===== src/rtl/alu_pkg.sv =====
// Shared types for the sequential ALU: operation codes and controller states.
package alu_pkg;

  typedef enum logic [4:0] {
    OpBeq  = 5'd0,
    OpBne  = 5'd1,
    OpBlt  = 5'd2,
    OpBge  = 5'd3,
    OpBltu = 5'd4,
    OpBgeu = 5'd5,
    OpAdd  = 5'd6,
    OpSub  = 5'd7,
    OpSll  = 5'd8,
    OpSlt  = 5'd9,
    OpSltu = 5'd10,
    OpXor  = 5'd11,
    OpSrl  = 5'd12,
    OpSra  = 5'd13,
    OpOr   = 5'd14,
    OpAnd  = 5'd15
  } alu_op_e;

  typedef enum logic [1:0] {
    StIdle,
    StExec,
    StShift,
    StDone
  } alu_state_e;

  function automatic logic is_shift(alu_op_e op);
    return op inside {OpSll, OpSrl, OpSra};
  endfunction

endpackage


===== src/rtl/alu_shift_serial.sv =====
// One-bit-per-cycle shifter for SLL/SRL/SRA, loaded with operand and amount,
// then stepped until the count runs out.
module alu_shift_serial #(
  parameter int unsigned XLEN = 32,
  localparam int unsigned SHAMT_W = $clog2(XLEN)
) (
  input  logic               soc_clk,
  input  logic               reset,
  input  logic               load,
  input  logic               step,
  input  logic               left,
  input  logic               arith,
  input  logic [XLEN-1:0]    din,
  input  logic [SHAMT_W-1:0] amt,
  output logic [XLEN-1:0]    shifted,
  output logic               done
);

  logic [XLEN-1:0]    data_q;
  logic [SHAMT_W-1:0] cnt_q;
  logic               left_q;
  logic               arith_q;

  always_comb begin
    shifted = left_q ? {data_q[XLEN-2:0], 1'b0}
                     : {arith_q & data_q[XLEN-1], data_q[XLEN-1:1]};
  end

  // High during the step that takes the counter to zero, so the caller can
  // capture the final value without an extra cycle.
  assign done = (cnt_q == SHAMT_W'(1));

  always_ff @(posedge soc_clk) begin
    if (reset) begin
      data_q  <= '0;
      cnt_q   <= '0;
      left_q  <= 1'b0;
      arith_q <= 1'b0;
    end else if (load) begin
      data_q  <= din;
      cnt_q   <= amt;
      left_q  <= left;
      arith_q <= arith;
    end else if (step && cnt_q != '0) begin
      data_q <= shifted;
      cnt_q  <= cnt_q - SHAMT_W'(1);
    end
  end

endmodule


===== src/rtl/alu_seq.sv =====
// Sequential ALU with valid/ready handshakes, one operation in flight.
// Define ALU_SEQ_SERIAL_SHIFT_EN to replace the barrel shifter with a serial one.
module alu_seq
  import alu_pkg::*;
#(
  parameter int unsigned XLEN = 32
) (
  input  logic            soc_clk,
  input  logic            reset,
  input  logic            in_valid,
  output logic            in_ready,
  input  logic [4:0]      op,
  input  logic [XLEN-1:0] dat1,
  input  logic [XLEN-1:0] dat2,
  output logic            out_valid,
  input  logic            out_ready,
  output logic [XLEN-1:0] result,
  output logic            overflow,
  output logic            con_met,
  output logic            zero,
  output logic            err
);

  localparam int unsigned SHAMT_W = $clog2(XLEN);

  alu_state_e state_q, state_d;
  alu_op_e    op_q;
  logic [XLEN-1:0] a_q, b_q, res_q;
  logic ovf_q, con_q, zero_q, err_q;

  logic [XLEN-1:0]    sum, diff, exe_res;
  logic [SHAMT_W-1:0] shamt;
  logic eq, lt_s, lt_u;
  logic exe_ovf, exe_con, exe_zero, exe_err;
  logic accept, cap_exec;

  assign shamt = b_q[SHAMT_W-1:0];
  assign sum   = a_q + b_q;
  assign diff  = a_q - b_q;
  assign eq    = (a_q == b_q);
  assign lt_s  = ($signed(a_q) < $signed(b_q));
  assign lt_u  = (a_q < b_q);

  always_comb begin
    exe_res = '0;
    exe_ovf = 1'b0;
    exe_con = 1'b0;
    exe_err = 1'b0;
    case (op_q)
      OpBeq:  exe_con = eq;
      OpBne:  exe_con = ~eq;
      OpBlt:  exe_con = lt_s;
      OpBge:  exe_con = ~lt_s;
      OpBltu: exe_con = lt_u;
      OpBgeu: exe_con = ~lt_u;
      OpAdd: begin
        exe_res = sum;
        exe_ovf = (a_q[XLEN-1] == b_q[XLEN-1]) && (sum[XLEN-1] != a_q[XLEN-1]);
      end
      OpSub: begin
        exe_res = diff;
        exe_ovf = (a_q[XLEN-1] != b_q[XLEN-1]) && (diff[XLEN-1] != a_q[XLEN-1]);
      end
      OpSlt: begin
        exe_res = {{(XLEN-1){1'b0}}, lt_s};
        exe_con = lt_s;
      end
      OpSltu: begin
        exe_res = {{(XLEN-1){1'b0}}, lt_u};
        exe_con = lt_u;
      end
      OpXor: exe_res = a_q ^ b_q;
      OpOr:  exe_res = a_q | b_q;
      OpAnd: exe_res = a_q & b_q;
`ifdef ALU_SEQ_SERIAL_SHIFT_EN
      // Only zero-amount shifts complete here; the rest go through StShift.
      OpSll, OpSrl, OpSra: exe_res = a_q;
`else
      OpSll: exe_res = a_q << shamt;
      OpSrl: exe_res = a_q >> shamt;
      OpSra: exe_res = $signed(a_q) >>> shamt;
`endif
      default: exe_err = 1'b1;
    endcase
    exe_zero = (op_q > OpBgeu) && !exe_err && (exe_res == '0);
  end

`ifdef ALU_SEQ_SERIAL_SHIFT_EN
  logic            shift_load, shift_step, shift_done, cap_shift;
  logic [XLEN-1:0] shift_val;

  alu_shift_serial #(
    .XLEN(XLEN)
  ) u_shift (
    .soc_clk (soc_clk),
    .reset   (reset),
    .load    (shift_load),
    .step    (shift_step),
    .left    (op_q == OpSll),
    .arith   (op_q == OpSra),
    .din     (a_q),
    .amt     (shamt),
    .shifted (shift_val),
    .done    (shift_done)
  );
`endif

  always_comb begin
    state_d  = state_q;
    accept   = 1'b0;
    cap_exec = 1'b0;
`ifdef ALU_SEQ_SERIAL_SHIFT_EN
    shift_load = 1'b0;
    shift_step = 1'b0;
    cap_shift  = 1'b0;
`endif
    case (state_q)
      StIdle: begin
        if (in_valid) begin
          accept  = 1'b1;
          state_d = StExec;
        end
      end
      StExec: begin
`ifdef ALU_SEQ_SERIAL_SHIFT_EN
        if (is_shift(op_q) && shamt != '0) begin
          shift_load = 1'b1;
          state_d    = StShift;
        end else begin
          cap_exec = 1'b1;
          state_d  = StDone;
        end
`else
        cap_exec = 1'b1;
        state_d  = StDone;
`endif
      end
      StShift: begin
`ifdef ALU_SEQ_SERIAL_SHIFT_EN
        shift_step = 1'b1;
        if (shift_done) begin
          cap_shift = 1'b1;
          state_d   = StDone;
        end
`else
        state_d = StIdle;
`endif
      end
      StDone: begin
        if (out_ready) begin
          state_d = StIdle;
        end
      end
      default: state_d = StIdle;
    endcase
  end

  always_ff @(posedge soc_clk) begin
    if (reset) begin
      state_q <= StIdle;
      op_q    <= OpBeq;
      a_q     <= '0;
      b_q     <= '0;
      res_q   <= '0;
      ovf_q   <= 1'b0;
      con_q   <= 1'b0;
      zero_q  <= 1'b0;
      err_q   <= 1'b0;
    end else begin
      state_q <= state_d;
      if (accept) begin
        op_q <= alu_op_e'(op);
        a_q  <= dat1;
        b_q  <= dat2;
      end
      if (cap_exec) begin
        res_q  <= exe_res;
        ovf_q  <= exe_ovf;
        con_q  <= exe_con;
        zero_q <= exe_zero;
        err_q  <= exe_err;
      end
`ifdef ALU_SEQ_SERIAL_SHIFT_EN
      if (cap_shift) begin
        res_q  <= shift_val;
        ovf_q  <= 1'b0;
        con_q  <= 1'b0;
        zero_q <= (shift_val == '0);
        err_q  <= 1'b0;
      end
`endif
    end
  end

  assign in_ready  = (state_q == StIdle);
  assign out_valid = (state_q == StDone);
  assign result    = res_q;
  assign overflow  = ovf_q;
  assign con_met   = con_q;
  assign zero      = zero_q;
  assign err       = err_q;

endmodule


===== config.mk =====
export PLATFORM = sky130hd
export DESIGN_NAME = alu_seq
export DESIGN_NICKNAME = d
export VERILOG_FILES = /design/src/rtl/alu_pkg.sv /design/src/rtl/alu_shift_serial.sv /design/src/rtl/alu_seq.sv
export SDC_FILE = /design/constraint.sdc
export NUM_CORES = 1
export LEC_CHECK = 0
export CAP_MARGIN = 15
export CORE_ASPECT_RATIO = 0.6
export CORE_UTILIZATION = 40
export CTS_CLUSTER_DIAMETER = 50
export DETAILED_ROUTE_END_ITERATION = 12
export GPL_ROUTABILITY_DRIVEN = 1
export SETUP_SLACK_MARGIN = 0.15
export SLEW_MARGIN = 20
export SYNTH_ARGS = -nofsm -noshare
export SYNTH_HDL_FRONTEND = slang
export SYNTH_SLANG_ARGS = --single-unit

===== constraint.sdc =====
create_clock -name soc_clk -period 5.05 [get_ports soc_clk]
set_clock_uncertainty 0.1 [all_clocks]
set_input_delay 1.01 -clock soc_clk [delete_from_list [all_inputs] [get_ports soc_clk]]
set_output_delay 1.01 -clock soc_clk [all_outputs]
set_load 0.1 [all_outputs]

; ---- After elaboration in Yosys (flattened, before gate mapping)
; Index checks and enable logic that the tools add are counted.
[totals]
ff_bits = 107
mem_bits_ro = 0
ram_bits = 0
out_inout_bits = 38
in_bits = 73
latch_bits = 0
n_memories = 0
[classes]
n_reduce_logical = 11
shift = 3
n_mux = 10
addsub = 2
bitwise_logic = 6
div = 0
n_lt_le_gt_ge = 3
eq_ne = 25
multipliers = 0
[op_table]
columns = cell, count
row1 = one-hot mux 32 bit (10 select lines), 1
row2 = less-than comparator 32 bit, 2
row3 = "equality test 5 x 4 -> 1 bit, second input constant", 8
row4 = adder 32 bit, 1
row5 = AND 32 bit, 1
row6 = equality test 32 bit, 1
row7 = logical NOT 32 bit, 1
row8 = bitwise OR 32 bit, 1
row9 = << shifter 32 x 5 -> 32 bit, 1
row10 = right shift 32 x 5 -> 32 bit, 1
row11 = >>> shifter 32 x 5 -> 32 bit, 1
row12 = subtractor 32 bit, 1
row13 = bitwise XOR 32 bit, 1
row14 = "equality test 5 x 3 -> 1 bit, second input constant", 4
row15 = OR reduction 16 bit, 1
row16 = "equality test 5 x 2 -> 1 bit, second input constant", 2
row17 = one-hot mux 2 bit (4 select lines), 1
row18 = one-hot mux 1 bit (6 select lines), 1
row19 = "equality test 5 x 1 -> 1 bit, second input constant", 1
row20 = "greater-than comparator 5 x 3 -> 1 bit, second input constant", 1
row21 = logical NOT 5 bit, 1
row22 = "equality test 2 bit, second input constant", 2
row23 = logical AND 1 bit, 4
row24 = 2-to-1 mux 1 bit, 4
row25 = 11 further kinds, 17

; ---- Longest topological paths before layout
[logic_depth]
ltp_word = 4
ltp_mapped = 18
ltp_nobuf = 14

; ---- Worst setup path before layout
; No wires, ideal clock.
[synth_timing]
kind = reg-to-reg
startpoint = reg b_q[3]
endpoint = reg zero_q (netlist: zero)
stages_incl_launch_ff = 18
arrival_ns = 4.278
slack_ns = 0.613
path_cell_list = dfxtp_1 -> buf_2 -> clkinv_1 -> buf_2 -> clkbuf_1 -> clkbuf_1 -> ha_1 -> buf_2 -> or4_4 -> a211oi_4 -> nor2_1 -> a221o_1 -> a211oi_1 -> nand4_1 -> nor4_1 -> nand4b_1 -> nor4_1 -> a31o_1
[synth_via]
elab_chain_len = 4
word_cells_on_any_way = 13
[synth_lines]
columns = item, line
row1 = start: declaration, alu_seq.sv:28  ; logic [XLEN-1:0] a_q, b_q, res_q;
row2 = start signal: assignment, alu_seq.sv:174  ; b_q <= dat2;
row3 = subtractor 32 bit (tied with other cells), alu_seq.sv:39  ; assign diff = a_q - b_q;
row4 = one-hot mux 32 bit (10 select lines) (*), alu_seq.sv:49  ; case (op_q)
row5 = logical NOT 32 bit (*), alu_seq.sv:85  ; exe_zero = (op_q > OpBgeu) && !exe_err && (exe_res == '0);
row6 = logical AND 1 bit (*), alu_seq.sv:85
row7 = end signal: assignment, alu_seq.sv:180  ; zero_q <= exe_zero;
row8 = end: declaration, alu_seq.sv:29  ; logic ovf_q, con_q, zero_q, err_q;
; Every way passes the cells marked *; elsewhere a longest branch is shown, timed or not.
; A chain may end at the register's enable or synchronous reset.

; ---- Final worst setup path
[layout_timing]
startpoint = reg a_q[19]
endpoint = reg zero_q (netlist: zero)
[layout_via]
elab_chain_len = 4
word_cells_on_any_way = 13
[layout_lines]
columns = item, line
row1 = start: declaration, alu_seq.sv:28
row2 = start signal: assignment, alu_seq.sv:173  ; a_q <= dat1;
row3 = subtractor 32 bit (tied with other cells), alu_seq.sv:39
row4 = one-hot mux 32 bit (10 select lines) (*), alu_seq.sv:49
row5 = logical NOT 32 bit (*), alu_seq.sv:85
row6 = logical AND 1 bit (*), alu_seq.sv:85
; Marked as above.

==> metrics.cfg <==
[power_and_ir_drop]
p_switching_uw=1788
p_comb_share_pct=53.7
ir_drop_v=0.0002268
power_density_nw_per_um2=227.4
leakagePower_uw=0.006076
p_int_uw=1926
swShare_pct=48.14
p_seq_share_pct=26.6
clkPwrFrac_pct=19.7

[critical_path]
endpoint_kind=register
crit_fanout=7
crit_chain=inv_1 > ha_1 > inv_1 > a21oi_1 > a2111oi_2 > o311ai_1 > a2111oi_0 > a311oi_2 > buf_4 > nand4_1 > nor4_1 > buf_4 > nand4b_1 > nor4_1 > a31o_1
critPathBufInv=4
cpPeakStageDelay_ns=0.62
critPathTopFamily=compound AO/OA/AOI/OAI gates
crit_arrival_ns=4.95
start_kind=register
critPathKind=register to register
required_ns=5.29
worst_path_max_delay_cell=dfxtp_1

[timing]
clock.fmax_mhz=212.1
slew_violations=0
setup_viol=0
setup_tns_ns=0
relSlewSlack_pct=28.70
min_period_ns=4.715
finalHoldViolations=0
holdWs_ns=0.3665
rsz0062_at_grt=no
period_share_pct=93.37
worst_slew_pin_slew_ns=1.066

[global_route]
overflow=0
grt_util_met2_pct=54.09
grtUsageTotal_pct=40.59
first_global_vias=15060
grt.met1_usage_pct=62.16
antenna_found_initial=4
grt_pass1_wl_um=104100
grt_max_degree=80
use_met3_pct=12.10
busiest_layer=met1

[place]
placement.io_buffers=110
gp_congestion=1.037
dp_hpwl_um=55690

[floorplanning]
io_pins=111
start_util_pct=40.62
die_area_um2=34990
core_area_um2=33700
chipWidth_um=240.8
rows=52
die-height_um=145.3

[synthesis]
yosysSeqAreaShare_pct=15.65
synth_area_leaders=dfxtp_1, mux4_2, ha_1, nand2_1, a21oi_1
synth_edf_count=0
syn_area_um2=13690
ys_types=99
synth-seq-cells=107
synthTopCellsByCount=nand2_1, a21oi_1, nor2_1
avgSynthCellArea_um2=7.432
async_flop_share_pct=0
yosysTopAreaCell=dfxtp_1
synth_fp_nets=2014
synth.most_common_cell=nand2_1
yosys_warnings=0
synth_cells=1842
synth_top_flop_cell=dfxtp_1
synth_top_area_share_pct=15.65

[drt]
drtIter0Drc=2358
wire_per_inst_um=29.04
dr.pass1.iters=5
vias=16160
drt-total-wl_um=71030
antenna_left=0
viasPerCell=6.607
route.detailed.drc=0

[clock_network]
cts_root_buf=clkbuf_16
numCtsBuffers=9
clock_sinks=107
path_clk_slew_ns=0.09
cts_max_level=3
insertion_delay_ns=0.40
clockBufferDepth=2
cts_tree=built
holdBufCountCts=0

[finish]
syn_to_final_growth_pct=19.32
drive_above_1_share_pct=15.83
nets=2151
multi_input_area_um2=10450
nFillCells=3521
regArea_um2=2153

[min_path]
hp-class=register to register

[flow_run]
cap_violations=0

[run_status]
outcome=finished clean

## tightest hold or removal path, stage by stage (launching register included)
cell and delay, ns:
dfxtp_1 0.31, nand2_1 0.05, a21oi_1 0.05
## cell type report
cell class	count	area share, %
flip-flops and latches	107	13.18
multi-input cells	1463	63.94
clock buffers	10	1.402
clock inverters	6	0.2528
inverters	111	2.566
well taps	459	3.516
repair buffers	287	15.09
diodes	3	0.04596
## path summary, 6_finish.rpt
kind | from | to | slack, ns | cells after the start
worst max-delay path | a_q[19] | zero | 0.33 | 15
worst min-delay path | result[16] | result[16] | 0.37 | 2
worst max register to register | a_q[19] | zero | 0.33 | 15
worst min register to register | result[16] | result[16] | 0.37 | 2
## metal layers
metal | vias to the layer above | part of all wire (%)
li1 | 7133 | -
met1 | 7816 | 46
met2 | 1102 | 39
met3 | 107 | 13
met4 | 2 | 2.5
met5 | - | 0.017
## cell families (layout without fill, tap and decap cells)
| kind of cell | Yosys count | after routing | share of synthesized area, % |
|---|---|---|---|
| simple gates | 634 | 634 | 21.61 |
| mux | 126 | 126 | 14.79 |
| fa+ha+maj | 99 | 99 | 9.158 |
| xor+xnor | 6 | 6 | 0.3839 |
| buf+inv | 272 | 414 | 8.436 |
| other cells | 0 | 3 | 0 |
| compound gates | 598 | 598 | 29.98 |
| flops | 107 | 107 | 15.65 |
## flip-flops by register name, summed over array words and instances, names as in the netlist
register	flops
b_q	32
result	32
op_q	5
state_q	2
a_q	32
overflow	1
err	1
con_met	1
zero	1
## stage by stage
stage / setup WS (ns) / cells / instance area [µm²] / util [%] / total power (µW)
2_1_floorplan: 0.6135 / 1842 / 13690 / - / 2206
3_3_place_gp: 0.2103 / 2427 / 16040 / 47.58 / 2925
3_5_place_dp: 0.1686 / 2427 / 16040 / 47.58 / 2922
4_1_cts: 0.2581 / 2443 / 16310 / 48.39 / 3656
5_1_grt: 0.1962 / 2443 / 16330 / 48.44 / 3866
6_report: 0.3346 / 2446 / 16330 / 48.47 / 3714
## power groups by stage
stage	Combinational [µW]	Sequential (µW)	Clock, µW
after detailed placement	1920	1000	0
after global placement	1920	1000	0
after CTS	1930	984	742
after global routing	2100	993	776
final	2000	987	731
after floorplan	1010	1190	0
## placed cells by master (no fill, tap or decap), types with 15 or more instances in the layout
master,instances
nor4_1,29
a31oi_1,17
nand2b_1,15
inv_1,105
nor2_1,147
mux2i_1,44
a21o_1,21
o31ai_1,17
buf_4,175
o221ai_1,17
nor2b_1,17
nand2_1,245
o211ai_1,25
dfxtp_1,102
ha_1,97
o21a_1,15
a22oi_1,17
mux2_2,24
o21bai_1,19
clkdlybuf4s50_1,109
nand3_1,34
a221oi_1,15
nor3_1,49
a211oi_1,48
mux4_2,56
a21oi_1,164
o21ai_0,82
nand4_1,24
## timing repair
| action | in CTS | in global routing |
|---|---|---|
| setup buffers | 0 | 0 |
| endpoints found under the hold margin | 0 | 0 |
| pin swaps | 0 | 2 |
| resized for setup | 2 | 5 |
| endpoints found under the setup margin | 1 | 1 |
(Power assumes the default switching activity.)
